**config.mk**
```make
export PLATFORM = sky130hd
export DESIGN_NAME = band_level_mapper_flat
export DESIGN_NICKNAME = d
export VERILOG_FILES = /design/src/rtl/music_strip_pkg.sv /design/src/rtl/band_level_mapper_if.sv /design/src/rtl/log2_approx.sv /design/src/rtl/band_level_mapper.sv /design/src/flat_wrapper.sv
export SDC_FILE = /design/constraint.sdc
export NUM_CORES = 2
export LEC_CHECK = 0
export ABC_AREA = 1
export ABC_CLOCK_PERIOD_IN_PS = 29600
export BUFFER_PORTS_ARGS = -buffer_cell sky130_fd_sc_hd__buf_2
export CAP_MARGIN = 20
export CORE_AREA = 2 2 412 414
export DETAILED_ROUTE_END_ITERATION = 12
export DIE_AREA = 0 0 414 416
export SKIP_CTS_REPAIR_TIMING = 1
export SYNTH_ARGS = -nofsm -noshare
export SYNTH_HDL_FRONTEND = slang
export SYNTH_HIERARCHICAL = 1
export SYNTH_SLANG_ARGS = --single-unit
```
**constraint.sdc**
```tcl
create_clock -name clk -period 29.6 [get_ports clk]
set_input_delay 8.88 -clock clk [delete_from_list [all_inputs] [get_ports clk]]
set_output_delay 8.88 -clock clk [all_outputs]
set_load 0.02 [all_outputs]
```
**src/rtl/music_strip_pkg.sv**
```systemverilog
// Shared constants, FSM state type and the log-to-bar-height mapping for the
// music strip band level mapper.
package music_strip_pkg;

    localparam int NUM_BANDS   = 40;
    localparam int BAND_W      = 16;
    localparam int LOG_W       = 7;
    localparam int LEVEL_W     = 5;
    localparam int LEVEL_MAX   = 30;
    localparam int FLOOR_LOG   = 48;
    localparam int LEVEL_SHIFT = 1;
    localparam int DECAY_STEP  = 2;
    localparam int PEAK_HOLD   = 8;
    localparam int IDX_W       = $clog2(NUM_BANDS);
    localparam int HOLD_W      = $clog2(PEAK_HOLD + 1);

    typedef enum logic [1:0] {
        IDLE,
        PROC,
        DRAIN,
        DONE
    } mapper_state_t;

    // Noise floor subtraction, scaling and saturation, computed in 8 bits so
    // nothing can wrap.
    function automatic logic [LEVEL_W-1:0] log_to_raw(input logic [LOG_W-1:0] lg);
        logic [7:0] ext;
        logic [7:0] scaled;
        ext = {1'b0, lg};
        if (ext <= 8'(FLOOR_LOG)) begin
            return '0;
        end
        scaled = (ext - 8'(FLOOR_LOG)) >> LEVEL_SHIFT;
        if (scaled > 8'(LEVEL_MAX)) begin
            return LEVEL_W'(LEVEL_MAX);
        end
        return LEVEL_W'(scaled);
    endfunction

endpackage

```
**src/rtl/band_level_mapper_if.sv**
```systemverilog
// Frame-in / levels-out handshake bundle between filter bank, mapper and LED driver.
interface band_level_mapper_if;
    import music_strip_pkg::*;

    logic [NUM_BANDS-1:0][BAND_W-1:0]  in;
    logic                              s_valid;
    logic                              s_ready;
    logic [NUM_BANDS-1:0][LEVEL_W-1:0] level;
    logic [NUM_BANDS-1:0][LEVEL_W-1:0] peak;
    logic                              m_valid;
    logic                              m_ready;

    modport slave (
        input  in, s_valid, m_ready,
        output s_ready, level, peak, m_valid
    );

    modport master (
        output in, s_valid, m_ready,
        input  s_ready, level, peak, m_valid
    );

endinterface

```
**src/rtl/log2_approx.sv**
```systemverilog
// Combinational log2 approximation: leading-one position in the upper bits,
// the three bits just below the leading one as a fraction.
module log2_approx
    import music_strip_pkg::*;
(
    input  logic [BAND_W-1:0] i_val,
    output logic [LOG_W-1:0]  o_log
);

    logic [3:0]        w_pos;
    logic [BAND_W+2:0] w_ext;
    logic [2:0]        w_frac;

    always_comb begin
        w_pos = '0;
        for (int i = 0; i < BAND_W; i++) begin
            if (i_val[i]) begin
                w_pos = 4'(i);
            end
        end
    end

    // Appending three zeros pads the fraction when the leading one sits below bit 3.
    assign w_ext  = {i_val, 3'b000};
    assign w_frac = 3'(w_ext >> w_pos);
    assign o_log  = (i_val == '0) ? '0 : {w_pos, w_frac};

endmodule

```
**src/rtl/band_level_mapper.sv**
```systemverilog
// Converts a frame of mel band energies into smoothed LED bar heights with
// peak-hold markers, one band per cycle through a two-stage pipe.
module band_level_mapper
    import music_strip_pkg::*;
(
    input  logic               clk,
    input  logic               reset,
    band_level_mapper_if.slave bus
);

    mapper_state_t r_state, w_state_next;
    logic [IDX_W-1:0] r_idx, w_idx_next;
    logic r_drain, w_drain_next;
    logic w_accept, w_issue;

    logic [NUM_BANDS-1:0][BAND_W-1:0] r_frame;
    logic [LOG_W-1:0] w_log, r_s1_log;
    logic [IDX_W-1:0] r_s1_idx;
    logic r_s1_vld;

    logic [NUM_BANDS-1:0][LEVEL_W-1:0] w_level_all, w_peak_all;
    logic [NUM_BANDS-1:0][HOLD_W-1:0]  w_hold_all;
    logic [LEVEL_W-1:0] w_raw, w_cur_level, w_cur_peak, w_dec, w_new_level, w_new_peak;
    logic [HOLD_W-1:0]  w_cur_hold, w_new_hold;

    always_comb begin
        w_state_next = r_state;
        w_idx_next   = r_idx;
        w_drain_next = r_drain;
        w_accept     = 1'b0;
        w_issue      = 1'b0;
        case (r_state)
            IDLE: begin
                if (bus.s_valid) begin
                    w_accept     = 1'b1;
                    w_idx_next   = '0;
                    w_state_next = PROC;
                end
            end
            PROC: begin
                w_issue    = 1'b1;
                w_idx_next = r_idx + IDX_W'(1);
                if (r_idx == IDX_W'(NUM_BANDS - 1)) begin
                    w_idx_next   = '0;
                    w_drain_next = 1'b0;
                    w_state_next = DRAIN;
                end
            end
            DRAIN: begin
                w_drain_next = 1'b1;
                if (r_drain) begin
                    w_state_next = DONE;
                end
            end
            DONE: begin
                if (bus.m_ready) begin
                    w_state_next = IDLE;
                end
            end
            default: w_state_next = IDLE;
        endcase
    end

    always_ff @(posedge clk) begin
        if (reset) begin
            r_state  <= IDLE;
            r_idx    <= '0;
            r_drain  <= 1'b0;
            r_s1_vld <= 1'b0;
        end else begin
            r_state  <= w_state_next;
            r_idx    <= w_idx_next;
            r_drain  <= w_drain_next;
            r_s1_vld <= w_issue;
        end
    end

    always_ff @(posedge clk) begin
        if (w_accept) begin
            r_frame <= bus.in;
        end
        if (w_issue) begin
            r_s1_log <= w_log;
            r_s1_idx <= r_idx;
        end
    end

    log2_approx u_log2 (
        .i_val (r_frame[r_idx]),
        .o_log (w_log)
    );

    // Stage 2: map, decay-smooth and peak-track the band held in stage 1.
    always_comb begin
        w_raw       = log_to_raw(r_s1_log);
        w_cur_level = w_level_all[r_s1_idx];
        w_cur_peak  = w_peak_all[r_s1_idx];
        w_cur_hold  = w_hold_all[r_s1_idx];
        w_dec       = (w_cur_level >= LEVEL_W'(DECAY_STEP)) ?
                      w_cur_level - LEVEL_W'(DECAY_STEP) : '0;
        if (w_raw >= w_cur_level) begin
            w_new_level = w_raw;
        end else begin
            w_new_level = (w_raw > w_dec) ? w_raw : w_dec;
        end
        w_new_peak = w_cur_peak;
        w_new_hold = w_cur_hold;
        if (w_new_level >= w_cur_peak) begin
            w_new_peak = w_new_level;
            w_new_hold = HOLD_W'(PEAK_HOLD);
        end else if (w_cur_hold != '0) begin
            w_new_hold = w_cur_hold - HOLD_W'(1);
        end else begin
            w_new_peak = (w_new_level > w_cur_peak - LEVEL_W'(1)) ?
                         w_new_level : w_cur_peak - LEVEL_W'(1);
        end
    end

    genvar gi;
    generate
        for (gi = 0; gi < NUM_BANDS; gi++) begin : g_band
            logic [LEVEL_W-1:0] r_level;
            logic [LEVEL_W-1:0] r_peak;
            logic [HOLD_W-1:0]  r_hold;

            always_ff @(posedge clk) begin
                if (reset) begin
                    r_level <= '0;
                    r_peak  <= '0;
                    r_hold  <= '0;
                end else if (r_s1_vld && (r_s1_idx == IDX_W'(gi))) begin
                    r_level <= w_new_level;
                    r_peak  <= w_new_peak;
                    r_hold  <= w_new_hold;
                end
            end

            assign w_level_all[gi] = r_level;
            assign w_peak_all[gi]  = r_peak;
            assign w_hold_all[gi]  = r_hold;
        end
    endgenerate

    assign bus.level   = w_level_all;
    assign bus.peak    = w_peak_all;
    assign bus.s_ready = (r_state == IDLE) && !reset;
    assign bus.m_valid = (r_state == DONE);

endmodule

```
**src/flat_wrapper.sv**
```systemverilog
// flat-port wrapper written by rule: the top's interface ports become plain ports
module band_level_mapper_flat import music_strip_pkg::*;
  (clk, reset, bus_in, bus_s_valid, bus_m_ready, bus_s_ready, bus_level, bus_peak, bus_m_valid);
  band_level_mapper_if bus_i ();
  input  logic clk;
  input  logic reset;
  input wire logic [$bits(bus_i.in)-1:0] bus_in;
  input wire logic [$bits(bus_i.s_valid)-1:0] bus_s_valid;
  input wire logic [$bits(bus_i.m_ready)-1:0] bus_m_ready;
  output wire logic [$bits(bus_i.s_ready)-1:0] bus_s_ready;
  output wire logic [$bits(bus_i.level)-1:0] bus_level;
  output wire logic [$bits(bus_i.peak)-1:0] bus_peak;
  output wire logic [$bits(bus_i.m_valid)-1:0] bus_m_valid;
  assign bus_i.in = bus_in;
  assign bus_i.s_valid = bus_s_valid;
  assign bus_i.m_ready = bus_m_ready;
  assign bus_s_ready = bus_i.s_ready;
  assign bus_level = bus_i.level;
  assign bus_peak = bus_i.peak;
  assign bus_m_valid = bus_i.m_valid;
  band_level_mapper u_core (.clk(clk), .reset(reset), .bus(bus_i));
endmodule
```
==> flow_summary.yaml <==
clock_network:
  cts_inserted_buffers: 138
  cts_tree: "done"
  clock-sinks: 1223
  clk_latency_ns: 0.81
  clockBufferDepth: 3
  ctsHtreeMaxLevel: 4
  ctsRootBufferMaster: "clkbuf_16"
  path_clk_slew_ns: 0.05
worst_setup_path:
  rr_endpoint: "u_core/g_band[12].r_peak[0]"
  crit_required_ns: 20.72
  r2r_slack_ns: 20.26
  cp-start-kind: "primary input"
  end_kind: "output pin"
  r2r-start: "u_core/r_s1_idx[0]"
  reg2reg_depth: 34
  crit_fanout: 3
  arrival_ns: 9.57
  worstSetupPathType: "in2out"
min_path:
  hold_depth: 2
  hp-class: "reg2reg"
  holdPathEnd: "u_core/r_drain"
  hold_start: "u_core/r_drain"
global_route:
  grt-busiest-layer: "met2"
  met3_usage_pct: 5.04
  use_met2_pct: 40.6
  grt_pass1_vias: 43300
  met1_usage_pct: 27.5
  gr-total-overflow: 0
  grt_max_degree: 216
  grt_antenna_before_repair: 83
  grt_first_pass_wirelength_mm: 299
  grt_use_total_pct: 23.6
finish:
  layout.nets: 7081
  drive_above_1_share_pct: 22.3
  n_fill_cell: 16900
  final_cells: 8778
  seqCellArea_mm2: 0.0310
  multi_input_area_mm2: 0.0171
  area_delta_synth_final_pct: 23.0
sta:
  drv_slew: 0
  finalSetupViolCount: 0
  fmax_ghz: 0.0542
  finClkSkew_ns: 0.0453
  post-route-period-util_pct: 62.3
  finalSetupTns_ns: 0
  finalCriticalPeriod_ns: 18.45
  maxSlewHeadroom_pct: 20.8
  tightest_slew_ns: 1.18
  hold_viol_final: 0
  rsz0062_at_grt: "no"
placed_design:
  hpwl_mm: 147
  gp_congestion: 0.884
  dp.cells: 8483
  port_buffers: 1045
power:
  power_density_mw_per_mm2: 79.3
  vdd_drop_max_uv: 86.0
  power_leakage_nw: 26.6
synth:
  synth_ff_type: "edfxtp_1"
  syn_avg_cell_area_um2: 9.29
  synth_cell_types: 48
  synth-seq-cells: 1223
  yosysSeqAreaShare_pct: 60.3
  ys_warn_count: 6
  syn_area_mm2: 0.0515
  async_flop_share_pct: 0
  yosysTopAreaCell: "edfxtp_1"
  yosysMostFrequentCell: "o21ai_0"
  syn_nets: 6215
  synth_common_cells: "875 x o21ai_0, 721 x nor2_1, 653 x edfxtp_1"
  synth_edf_count: 653
  syn_inst: 5540
  synth_top_area_share_pct: 38.1
  synthTopCellsByArea: "edfxtp_1 38%, dfxtp_1 22%, o21ai_0 8.5%"
outcome:
  status: "finished, final reports clean"
floorplanning:
  dieWidth_um: 414
  dieArea_mm2: 0.172
  core_area_mm2: 0.168
  initial_core_util_pct: 30.6
  rows: 151
  die_y_um: 416
  ios: 1046
job:
  maxCapViolations: 0
drt:
  drc: 0
  wire_per_inst_um: 24.2
  drt_iter0_markers: 4929
  drt_wl_total_mm: 212
  via_per_inst: 5.25
  drtPass1Iterations: 6
  route.vias.total: 46100
  drt.antenna.violating_nets: 0
==> layer usage <==
metal	vias to the layer above	wire, µm
li1	21000	-
met1	22000	77600
met2	2503	105000
met3	499	18300
met4	58	11400
met5	-	368
==> critical path, stage by stage <==
cell and delay (ns):
buf_6 0.14, nor2_1 0.28, buf_2 0.25
==> final cells by class <==
class / count / area share (%)
Antenna cell: 49 / 0.194
Clock buffer: 194 / 6.06
Clock inverter: 51 / 1.02
Inverter: 462 / 2.79
Multi-Input combinational cell: 3437 / 27.0
Sequential cell: 1223 / 49.0
Tap cell: 2218 / 4.38
Timing Repair Buffer: 1144 / 9.54
==> worst max path at each step <==
stage                           start                end  slack (ns)  cells after the start
after floorplan           bus_s_valid  u_core/r_frame[0]        7.31                      2
after global placement          reset        bus_s_ready       11.06                      3
after detailed placement        reset        bus_s_ready       11.10                      3
after CTS                       reset        bus_s_ready       11.10                      3
after global routing            reset        bus_s_ready       11.13                      3
final                           reset        bus_s_ready       11.15                      3
==> registers in the layout, indices dropped and copies added, names as in the netlist <==
name                   flops
u_core/g_band.r_hold     160
u_core/g_band.r_level    200
u_core/g_band.r_peak     200
u_core/r_drain             1
u_core/r_frame           640
u_core/r_idx               6
u_core/r_s1_idx            6
u_core/r_s1_log            7
u_core/r_s1_vld            1
u_core/r_state             2
==> through the flow <==
step                hold WS (ns)  area (µm²)  worst slack (ns)  power [W]  util (%)
global route               0.518       63300             11.13    0.00520      37.6
floorplan                  0.406       51500              7.31    0.00299         -
finish                     0.496       63300             11.15    0.00502      37.7
CTS                        0.494       63200             11.10    0.00503      37.6
detailed placement         0.487       58700             11.10    0.00332      34.9
global placement           0.462       58700             11.06    0.00331      34.9
==> report_power, final <==
part           switching [W]  internal [W]  total (W)
combinational       0.000927      0.000230    0.00116
sequential         0.0000771       0.00208    0.00215
clock               0.000741      0.000970    0.00171
==> kinds of logic after synthesis <==
| group | after synthesis | share of synthesized area, % |
|---|---|---|
| AND/OR/NAND/NOR | 1600 | 12.4 |
| buffers and inverters | 880 | 6.89 |
| XOR/XNOR | 3 | 0.0510 |
| AO/OA/AOI/OAI | 1803 | 19.7 |
| flip-flops | 1223 | 60.3 |
| adder cells (fa/ha/maj) | 31 | 0.753 |
==> layout by cell type (no fill, tap or decap), types with 144 or more instances in the layout <==
master,synthesis,layout
a21oi_1,480,480
a22oi_1,144,144
o21ai_0,875,875
buf_2,67,1044
dfxtp_1,570,566
nor2_1,721,677
edfxtp_1,653,653
inv_1,433,426
nand3_1,166,164
nand2_1,652,644
Power figures use the tool's default switching activity.
